File: src/rtl/otp_prog_ctrl_if.sv
`default_nettype none
// ============================================================================
//  Module   : otp_prog_ctrl_if
//  Purpose  : Host-side request/response bundle for otp_prog_ctrl.
//             The host (master) issues single-cycle program/read requests
//             and lock pulses; the controller (slave) returns busy, ack,
//             read data and the error flag.
//  Revision : 1.0 - initial release
// ============================================================================
interface otp_prog_ctrl_if #(
  parameter int ADDR_W = 7,
  parameter int DATA_W = 8
);
  logic              req;
  logic              op;
  logic [ADDR_W-1:0] host_addr;
  logic [DATA_W-1:0] host_wdata;
  logic              lock_req;
  logic              busy;
  logic              ack;
  logic [DATA_W-1:0] rdata;
  logic              err;

  modport master (
    output req, op, host_addr, host_wdata, lock_req,
    input  busy, ack, rdata, err
  );

  modport slave (
    input  req, op, host_addr, host_wdata, lock_req,
    output busy, ack, rdata, err
  );
endinterface
`default_nettype wire

File: src/rtl/otp_prog_ctrl.sv
`default_nettype none
// ============================================================================
//  Module   : otp_prog_ctrl
//  Purpose  : Sequencer between the host and a 128x8 OTP array. Converts a
//             single-cycle host request into the array strobe protocol
//             (cs_en, addr, din, pclk program pulse, rclk read level),
//             captures read data, and owns the sticky write-protect lock.
//  Options  : OTP_VERIFY_EN - when defined, every program operation is
//             followed by a read-back; err reports a data mismatch as well
//             as a locked program.
//  Revision : 1.0 - initial release
// ============================================================================
module otp_prog_ctrl #(
  parameter int ADDR_W    = 7,
  parameter int DATA_W    = 8,
  parameter int SETUP_CYC = 2,
  parameter int PROG_CYC  = 8,
  parameter int RD_CYC    = 2
) (
  input  logic              clk,
  input  logic              rst_n,
  otp_prog_ctrl_if.slave    host,
  output logic              otp_cs_en,
  output logic              otp_pclk,
  output logic              otp_rclk,
  output logic [ADDR_W-1:0] otp_addr,
  output logic [DATA_W-1:0] otp_din,
  output logic              otp_wrong,
  input  logic [DATA_W-1:0] otp_dout
);

`ifdef OTP_VERIFY_EN
  localparam logic VERIFY_EN = 1'b1;
`else
  localparam logic VERIFY_EN = 1'b0;
`endif

  // One shared dwell counter sized for the longest timed state.
  localparam int MAX_CYC = (SETUP_CYC > PROG_CYC)
                         ? ((SETUP_CYC > RD_CYC) ? SETUP_CYC : RD_CYC)
                         : ((PROG_CYC  > RD_CYC) ? PROG_CYC  : RD_CYC);
  localparam int CNT_W   = $clog2(MAX_CYC) + 1;

  localparam logic [2:0] S_IDLE     = 3'd0;
  localparam logic [2:0] S_SETUP    = 3'd1;
  localparam logic [2:0] S_PROG     = 3'd2;
  localparam logic [2:0] S_HOLD     = 3'd3;
  localparam logic [2:0] S_RD_SETUP = 3'd4;
  localparam logic [2:0] S_RD       = 3'd5;
  localparam logic [2:0] S_CAPT     = 3'd6;
  localparam logic [2:0] S_DONE     = 3'd7;

  logic [2:0]        state_q,  state_d;
  logic [CNT_W-1:0]  cnt_q,    cnt_d;
  logic              op_q,     op_d;
  logic              locked_q, locked_d;
  logic              lock_q,   lock_d;
  logic [ADDR_W-1:0] addr_q,   addr_d;
  logic [DATA_W-1:0] din_q,    din_d;
  logic [DATA_W-1:0] rdata_q,  rdata_d;
  logic              busy_q,   busy_d;
  logic              ack_q,    ack_d;
  logic              err_q,    err_d;
  logic              cs_en_q,  cs_en_d;
  logic              pclk_q,   pclk_d;
  logic              rclk_q,   rclk_d;

  // Counter reload value on entry: a state lasting N cycles loads N-1.
  function automatic logic [CNT_W-1:0] dwell(input logic [2:0] st);
    case (st)
      S_SETUP: dwell = CNT_W'(SETUP_CYC - 1);
      S_PROG:  dwell = CNT_W'(PROG_CYC - 1);
      S_RD:    dwell = CNT_W'(RD_CYC - 1);
      default: dwell = '0;
    endcase
  endfunction

  // Next-state, operation latches, lock and read capture.
  always_comb begin
    state_d  = state_q;
    cnt_d    = cnt_q;
    op_d     = op_q;
    locked_d = locked_q;
    lock_d   = lock_q | host.lock_req;
    addr_d   = addr_q;
    din_d    = din_q;
    rdata_d  = rdata_q;
    case (state_q)
      S_IDLE: begin
        if (host.req) begin
          state_d  = host.op ? S_RD_SETUP : S_SETUP;
          op_d     = host.op;
          // A lock pulse on the accept edge already protects this request.
          locked_d = lock_q | host.lock_req;
          addr_d   = host.host_addr;
          din_d    = host.op ? '0 : host.host_wdata;
        end
      end
      S_SETUP:    if (cnt_q == '0) state_d = S_PROG;
      S_PROG:     if (cnt_q == '0) state_d = S_HOLD;
      S_HOLD:     state_d = VERIFY_EN ? S_RD_SETUP : S_DONE;
      S_RD_SETUP: state_d = S_RD;
      S_RD: begin
        if (cnt_q == '0) begin
          state_d = S_CAPT;
          rdata_d = otp_dout;
        end
      end
      S_CAPT:     state_d = S_DONE;
      S_DONE: begin
        state_d = S_IDLE;
        addr_d  = '0;
        din_d   = '0;
      end
      default:    state_d = S_IDLE;
    endcase
    if (state_d != state_q) begin
      cnt_d = dwell(state_d);
    end else if (cnt_q != '0) begin
      cnt_d = cnt_q - CNT_W'(1);
    end
  end

  // Output flops are decoded from the next state so they align with it.
  always_comb begin
    busy_d  = (state_d != S_IDLE);
    ack_d   = (state_d == S_DONE);
    cs_en_d = (state_d != S_IDLE) && (state_d != S_DONE);
    pclk_d  = (state_d == S_PROG) && !locked_d;
    rclk_d  = (state_d == S_RD);
    // rdata_q already holds the read-back value when CAPT hands over to DONE.
    err_d   = ack_d && !op_d &&
              (locked_d || (VERIFY_EN && (rdata_q != din_q)));
  end

  // State and output registers; reset aborts any strobe at once.
  always_ff @(posedge clk or negedge rst_n) begin
    if (!rst_n) begin
      state_q  <= S_IDLE;
      cnt_q    <= '0;
      op_q     <= 1'b0;
      locked_q <= 1'b0;
      lock_q   <= 1'b0;
      addr_q   <= '0;
      din_q    <= '0;
      rdata_q  <= '0;
      busy_q   <= 1'b0;
      ack_q    <= 1'b0;
      err_q    <= 1'b0;
      cs_en_q  <= 1'b0;
      pclk_q   <= 1'b0;
      rclk_q   <= 1'b0;
    end else begin
      state_q  <= state_d;
      cnt_q    <= cnt_d;
      op_q     <= op_d;
      locked_q <= locked_d;
      lock_q   <= lock_d;
      addr_q   <= addr_d;
      din_q    <= din_d;
      rdata_q  <= rdata_d;
      busy_q   <= busy_d;
      ack_q    <= ack_d;
      err_q    <= err_d;
      cs_en_q  <= cs_en_d;
      pclk_q   <= pclk_d;
      rclk_q   <= rclk_d;
    end
  end

  assign host.busy  = busy_q;
  assign host.ack   = ack_q;
  assign host.rdata = rdata_q;
  assign host.err   = err_q;
  assign otp_cs_en  = cs_en_q;
  assign otp_pclk   = pclk_q;
  assign otp_rclk   = rclk_q;
  assign otp_addr   = addr_q;
  assign otp_din    = din_q;
  assign otp_wrong  = lock_q;

endmodule
`default_nettype wire

File: src/flat_wrapper.sv
// flat-port wrapper written by rule: the top's interface ports become plain ports
module otp_prog_ctrl_flat 
#(
  parameter int ADDR_W    = 7,
  parameter int DATA_W    = 8,
  parameter int SETUP_CYC = 2,
  parameter int PROG_CYC  = 8,
  parameter int RD_CYC    = 2
)
  (clk, rst_n, otp_cs_en, otp_pclk, otp_rclk, otp_addr, otp_din, otp_wrong, otp_dout, host_req, host_op, host_host_addr, host_host_wdata, host_lock_req, host_busy, host_ack, host_rdata, host_err);
  otp_prog_ctrl_if #(.ADDR_W(ADDR_W), .DATA_W(DATA_W)) host_i ();
  input  logic clk;
  input  logic rst_n;
  output logic otp_cs_en;
  output logic otp_pclk;
  output logic otp_rclk;
  output logic [ADDR_W-1:0] otp_addr;
  output logic [DATA_W-1:0] otp_din;
  output logic otp_wrong;
  input  logic [DATA_W-1:0] otp_dout;
  input wire logic [$bits(host_i.req)-1:0] host_req;
  input wire logic [$bits(host_i.op)-1:0] host_op;
  input wire logic [$bits(host_i.host_addr)-1:0] host_host_addr;
  input wire logic [$bits(host_i.host_wdata)-1:0] host_host_wdata;
  input wire logic [$bits(host_i.lock_req)-1:0] host_lock_req;
  output wire logic [$bits(host_i.busy)-1:0] host_busy;
  output wire logic [$bits(host_i.ack)-1:0] host_ack;
  output wire logic [$bits(host_i.rdata)-1:0] host_rdata;
  output wire logic [$bits(host_i.err)-1:0] host_err;
  assign host_i.req = host_req;
  assign host_i.op = host_op;
  assign host_i.host_addr = host_host_addr;
  assign host_i.host_wdata = host_host_wdata;
  assign host_i.lock_req = host_lock_req;
  assign host_busy = host_i.busy;
  assign host_ack = host_i.ack;
  assign host_rdata = host_i.rdata;
  assign host_err = host_i.err;
  otp_prog_ctrl #(.ADDR_W(ADDR_W), .DATA_W(DATA_W), .SETUP_CYC(SETUP_CYC), .PROG_CYC(PROG_CYC), .RD_CYC(RD_CYC)) u_core (.clk(clk), .rst_n(rst_n), .host(host_i), .otp_cs_en(otp_cs_en), .otp_pclk(otp_pclk), .otp_rclk(otp_rclk), .otp_addr(otp_addr), .otp_din(otp_din), .otp_wrong(otp_wrong), .otp_dout(otp_dout));
endmodule
File: config.mk
export PLATFORM = sky130hd
export DESIGN_NAME = otp_prog_ctrl_flat
export DESIGN_NICKNAME = d
export VERILOG_FILES = /design/src/rtl/otp_prog_ctrl_if.sv /design/src/rtl/otp_prog_ctrl.sv /design/src/flat_wrapper.sv
export SDC_FILE = /design/constraint.sdc
export NUM_CORES = 1
export LEC_CHECK = 0
export ABC_AREA = 1
export CAP_MARGIN = 10
export CORE_UTILIZATION = 45
export CTS_CLUSTER_SIZE = 16
export DETAILED_ROUTE_END_ITERATION = 6
export PLACE_DENSITY = 0.76
export SKIP_LAST_GASP = 1
export SYNTH_ARGS = -nofsm -noshare
export SYNTH_HDL_FRONTEND = slang
export SYNTH_SLANG_ARGS = --single-unit
File: constraint.sdc
create_clock -name clk -period 1.9 [get_ports clk]
set_input_delay 0.38 -clock clk [delete_from_list [all_inputs] [get_ports clk]]
set_output_delay 0.38 -clock clk [all_outputs]
set_load 0.1 [all_outputs]
==> results of run 1 <==
## final timing paths
check	to	slack, ns	cells after the start
setup / recovery	u_core.host.rdata[2]$_DFFE_PN0P_	0.20	5
hold / removal	u_core.otp_addr[2]$_DFFE_PN0P_	0.04	1
setup reg to reg	u_core.host.rdata[2]$_DFFE_PN0P_	0.20	5
hold reg to reg	u_core.otp_wrong$_DFF_PN0_	0.48	1
max in group asynchronous	u_core.cnt_q[1]$_DFFE_PN0P_	1.39	2
min in group clk	u_core.otp_wrong$_DFF_PN0_	0.48	1
## stage by stage
stage	worst slack (ns)	hold slack (ns)	cell area, µm²
after floorplan	0.381	0.0844	1740
after global placement	0.173	0.367	2320
after detailed placement	0.105	0.368	2320
after CTS	0.181	0.0458	2400
after global routing	0.0838	0.0689	2400
final	0.195	0.0392	2400
## placed cells by master (no fill, tap or decap), drive strengths merged
cell,synthesis,layout
mux2,8,8
nand2,54,54
clkdlybuf4s50,0,26
nor3,2,2
dfrtp,39,39
xor2,2,2
nand3,31,31
o21ai,3,3
clkinvlp,0,1
ha,1,1
or2,2,2
nand3b,1,1
nor2,9,9
clkbuf,1,6
inv,15,15
buf,3,37
nand4,3,3
a21oi,3,3
clkinv,1,2
a31oi,1,1
a211oi,1,1
## metal layers
metal	share of wire	up-vias	track usage
met5	0	-	0
met4	0.0052	0	0.0778
met1	0.45	694	0.256
met3	0.051	2	0.0500
li1	-	723	-
met2	0.49	43	0.322
## cell type report
cell class / count / share of cell area
inverter: 16 / 0.0250
clock inverter: 2 / 0.00521
multi-input combinational: 121 / 0.281
tap: 48 / 0.0250
clock buffer: 6 / 0.0302
timing repair buffer: 63 / 0.228
sequential: 39 / 0.406
## critical path, delay by kind of cell (launching register included)
kind	cells	cell delay [ns]
and+or+nand+nor	2	0.50
adders and majority gates	1	0.23
muxes	1	0.37
DFF	1	0.38
buffers and inverters	1	0.10
## registers in the layout, summed over array words and instances, names as in the netlist, 3 cells and up
register           flops
u_core.cnt_q           4
u_core.host.rdata      8
u_core.otp_addr        7
u_core.otp_din         8
u_core.state_q         3
## logic make-up after synthesis
logic type / count (synthesis)
adder cells (fa/ha/maj): 1
AO/OA/AOI/OAI: 8
flip-flops: 39
multiplexers: 8
AND/OR/NAND/NOR: 102
XOR/XNOR: 2
buffers and inverters: 20
==> metrics.md, run 1 <==
| Metric | Value |
|---|---|
| Run status | finished clean |
| Share of synthesized cell area in and, or, nand and nor gates | 0.277 |
| Vias in the first global route | 1361 |
| Maximum number of pins on one net before global-route repair | 21 |
| Origin of the critical flop-to-flop path | u_core.cnt_q[0]$_DFFE_PN0P_ |
| Proportion of synthesized area in mux cells | 0.0692 |
| Number of search-and-repair iterations in the first detailed-routing pass | 4 |
| Data required, critical path | 2.08 ns |
| Chip Height | 64.1 µm |
| Fraction of post-synthesis cell area in the top cell type by area | 0.562 |
| Core Box Area | 3690 µm² |
| Largest family of logic cells by synthesized area | simple AND/OR/NAND/NOR gates |
| Synth-to-Final Area Change | 38.4% |
| DIE AREA | 4110 µm² |
| Most numerous cell in the Yosys netlist | nand2_1 |
| Share of the yosys chip area belonging to registers | 0.562 |
| Yosys Warn Count | 0 |
| Top post-synthesis cells by area | dfrtp_1 (56%), nand2_1 (10%), nand3_1 (8.1%) |
| Post-layout net count | 275 |
| Launch point of the critical path | u_core.cnt_q[0]$_DFFE_PN0P_ |
| Cells after Synth | 180 |
| Final hold viol count | 0 |
| Post-Synthesis Mean Instance Area | 9.65 µm² |
| Clock skew after layout | 0.00524 ns |
| Share of synthesized cell area in full adder, half adder and majority cells | 0.00720 |
| CP max-delay cell | or2_1 |
| Worst max-slew margin expressed relative to the limit | 0.671 |
| Number of synthesized register bits | 39 |
| Num Clock Sinks | 39 |
| Critical path start-end classification | reg -> reg |
| Register clock-pin slew on the reported worst setup and hold paths | 0.07 ns |
| Main synth FF type | dfrtp_1 |
| Most numerous cell types in the synthesized netlist | nand2_1 (48), dfrtp_1 (39), nand3_1 (28), inv_1 (10), mux2_4 (8) |
| RD Place Congestion | 0.850 |
| CP peak stage delay | 0.40 ns |
| Number of distinct standard cells referenced by the synthesized netlist | 28 |
| TritonCTS clock tree | built |
| Total GRT Usage | 0.199 |
| Overflow left after global routing | 0 |
| Area occupied by multi-input gates | 674 µm² |
| Final setup TNS | 0 ns |
| Share of post-route cells with drive strength above 1 | 0.279 |
| Mapped Nets | 209 |
| H-tree Lvls | 2 |
| CP cell instances | inv_1 > ha_1 > nand3_1 > or2_1 > mux2_4 |
| FFs w/ async S/R, synth | 1.00 |
| Antenna Cells | 0 |
| Number of placed instances with taps included | 287 |
| First-pass GRT wire length | 6.18 mm |
| Post-CTS Repair Setup Buffers | 0 |
| Post-DP HPWL | 2.70 mm |
| Total standard cell area after synthesis | 1740 µm² |
| Worst min-delay path category | in -> async |
| Quantity of gates resized following cts | 0 |
| Root buffer selected by CTS | clkbuf_8 |
| Kind of start point of the critical path | flip-flop |
| Routed wire length | 3.62 mm |
| # port buffers | 57 |
| TritonCTS Buffers | 5 |
| Area used by sequential logic in the layout | 976 µm² |
| Fin crit period | 1.70 ns |
| Setup repair after global routing missed its margin | false |
| Final non-filler cell total | 295 |
| Row cnt | 22 |
| Number of filler cells placed in the layout | 326 |
| Via-to-Cell Ratio | 4.96 |
| I/O pin count | 58 |
| ANT nets after route | 0 |
| Vias | 1462 |
| DRC violations left | 0 |
| Max-slew violation total from the final report | 0 |
| Worst-path maximum fanout | 8 |
| DR WL/cell | 12.3 µm |
| Setup violations, final | 0 |
| Fraction of the cycle the final worst path needs | 0.897 |
| Initial Utilization | 0.471 |
| Hold buffer count at CTS | 0 |
| Width of the chip | 64.1 µm |
| Post-synth EDFFs | 0 |
| Pin slew with the least headroom to its limit | 0.494 ns |
| Synth area leader | dfrtp_1 |
| Antenna violations before repair | 0 |
| Utilization after layout | 0.652 |
| Number of violations reported at the end of detailed-routing iteration 0 | 54 |
| Insertion delay of the later-clocked pin in the worst-skew pair | 0.29 ns |
| Synth Area in Compound Gates | 0.0252 |
| Fraction of synthesized cell area in xor and xnor cells | 0.0101 |
| Number of maximum-capacitance violations | 0 |
| Max frequency | 0.587 GHz |
| Max Buffers Root-to-Sink | 2 |
| WP data arrival | 1.88 ns |
| CP Capture Type | flip-flop |
Power of run 1 is left out: the tool's default activity adds up to more than one toggle a clock period on the data nets, which glitch-free logic cannot reach.
==> run 2: changes to the inputs <==
ABC_CLOCK_PERIOD_IN_PS = 1900   (was unset)
CORE_MARGIN = 10   (was unset)
==> metrics.md, run 2 (synthesis results as in run 1) <==
| Metric | Value |
|---|---|
| Post-layout net count | 274 (was 275) |
| Hold buffer count at CTS | 0 (unchanged) |
| Worst min-delay path category | in -> async (unchanged) |
| WP data arrival | 1.92 ns (was 1.88 ns) |
| Num Clock Sinks | 39 (unchanged) |
| Number of maximum-capacitance violations | 0 (unchanged) |
| Worst max-slew margin expressed relative to the limit | 0.664 (was 0.671) |
| Data required, critical path | 2.08 ns (about the same) |
| Antenna Cells | 0 (unchanged) |
| DIE AREA | 6740 µm² (was 4110 µm²) |
| Total GRT Usage | 0.133 (was 0.199) |
| Setup slack of the critical path after layout | 0.160 ns (was 0.195 ns) |
| Fraction of the cycle the final worst path needs | 0.916 (was 0.897) |
| Fin crit period | 1.74 ns (was 1.70 ns) |
| ANT nets after route | 0 (unchanged) |
| Vias in the first global route | 1457 (was 1361) |
| Post-placement setup slack | 0.0799 ns (was 0.105 ns) |
| Run status | finished clean (unchanged) |
| Initial Utilization | 0.471 (unchanged) |
| Critical path start-end classification | reg -> reg (unchanged) |
| Worst-path maximum fanout | 8 (unchanged) |
| Via-to-Cell Ratio | 4.99 (was 4.96) |
| CP Capture Type | flip-flop (unchanged) |
| Insertion delay of the later-clocked pin in the worst-skew pair | 0.29 ns (about the same) |
| Worst hold margin | 0.124 ns (was 0.0392 ns) |
| Maximum number of pins on one net before global-route repair | 40 (was 21) |
| Final hold viol count | 0 (unchanged) |
| Max Buffers Root-to-Sink | 2 (unchanged) |
| Most frequent cells in the layout | nand2_1 (48), dfrtp_1 (39), buf_4 (31), nand3_1 (28), clkdlybuf4s50_1 (26) (was nand2_1 (48), dfrtp_1 (39), buf_4 (35), nand3_1 (28), clkdlybuf4s50_1 (26)) |
| Core Box Area | 3690 µm² (unchanged) |
| First-pass GRT wire length | 7.00 mm (was 6.18 mm) |
| RD Place Congestion | 0.851 (was 0.850) |
| DR WL/cell | 14.7 µm (was 12.3 µm) |
| I/O pin count | 58 (unchanged) |
| Width of the chip | 82.1 µm (was 64.1 µm) |
| Overflow left after global routing | 0 (unchanged) |
| Post-CTS Repair Setup Buffers | 0 (unchanged) |
| Setup violations, final | 0 (unchanged) |
| H-tree Lvls | 2 (unchanged) |
| TritonCTS clock tree | built (unchanged) |
| Quantity of gates resized following cts | 0 (unchanged) |
| Kind of start point of the critical path | flip-flop (unchanged) |
| Share of post-route cells with drive strength above 1 | 0.280 (was 0.279) |
| Leading cell type in the layout, fill and taps excluded | nand2_1 (unchanged) |
| Register clock-pin slew on the reported worst setup and hold paths | 0.07 ns (about the same) |
| Number of violations reported at the end of detailed-routing iteration 0 | 75 (was 54) |
| Number of search-and-repair iterations in the first detailed-routing pass | 4 (unchanged) |
| Max frequency | 0.575 GHz (was 0.587 GHz) |
| Antenna violations before repair | 0 (unchanged) |
| Max-slew violation total from the final report | 0 (unchanged) |
| Pin slew with the least headroom to its limit | 0.504 ns (was 0.494 ns) |
| Root buffer selected by CTS | clkbuf_8 (unchanged) |
| Chip Height | 82.1 µm (was 64.1 µm) |
| Vias | 1467 (was 1462) |
| Row cnt | 22 (unchanged) |
| # port buffers | 57 (unchanged) |
| TritonCTS Buffers | 5 (unchanged) |
| Setup repair after global routing missed its margin | false (unchanged) |
| Synth-to-Final Area Change | 41.2% (was 38.4%) |
| Post-DP HPWL | 3.26 mm (was 2.70 mm) |
| Clock skew after layout | 0.00237 ns (was 0.00524 ns) |
| DRC violations left | 0 (unchanged) |
| Routed wire length | 4.33 mm (was 3.62 mm) |
| Final setup TNS | 0 ns (unchanged) |
run 2: worst paths after layout:
kind	depth (start not counted)	end	slack, ns	start
worst max-delay path	5	u_core.host.rdata[5]$_DFFE_PN0P_	0.16	u_core.cnt_q[0]$_DFFE_PN0P_
worst min-delay path	2	u_core.otp_rclk$_DFF_PN0_	0.12	rst_n
worst max register to register	5	u_core.host.rdata[5]$_DFFE_PN0P_	0.16	u_core.cnt_q[0]$_DFFE_PN0P_
worst min register to register	1	u_core.otp_wrong$_DFF_PN0_	0.49	u_core.otp_wrong$_DFF_PN0_
max in group asynchronous	2	u_core.cnt_q[0]$_DFFE_PN0P_	1.42	rst_n
min in group clk	1	u_core.otp_wrong$_DFF_PN0_	0.49	u_core.otp_wrong$_DFF_PN0_
run 2: layer usage:
| layer | GRT usage | up-vias | share of wire |
|---|---|---|---|
| met5 | 0 | - | 0 |
| met1 | 0.165 | 704 | 0.42 |
| met2 | 0.205 | 40 | 0.49 |
| met3 | 0.0497 | 8 | 0.069 |
| met4 | 0.0510 | 0 | 0.020 |
| li1 | - | 715 | - |
run 2: layout make-up:
| cell class | count | area, µm² |
|---|---|---|
| multi-input combinational | 121 | 674 |
| clock inverter | 1 | 7.51 |
| clock buffer | 7 | 96.3 |
| fill | 291 | 1240 |
| sequential | 39 | 976 |
| timing repair buffer | 62 | 578 |
| tap | 48 | 60.1 |
| inverter | 16 | 60.1 |
run 2: stage by stage:
step / util / cells / area (µm²)
2_1_floorplan: - / 180 / 1740
3_3_place_gp: 0.637 / 286 / 2350
3_5_place_dp: 0.637 / 286 / 2350
4_1_cts: 0.665 / 294 / 2450
5_1_grt: 0.665 / 294 / 2450
6_report: 0.665 / 294 / 2450
run 2: worst max-delay path, stage by stage (launching register included):
cell	delay [ns]
dfrtp_1	0.39
inv_1	0.10
ha_1	0.24
nand3_1	0.12
or2_1	0.41
mux2_4	0.37
Power of run 2 is left out for the same reason.
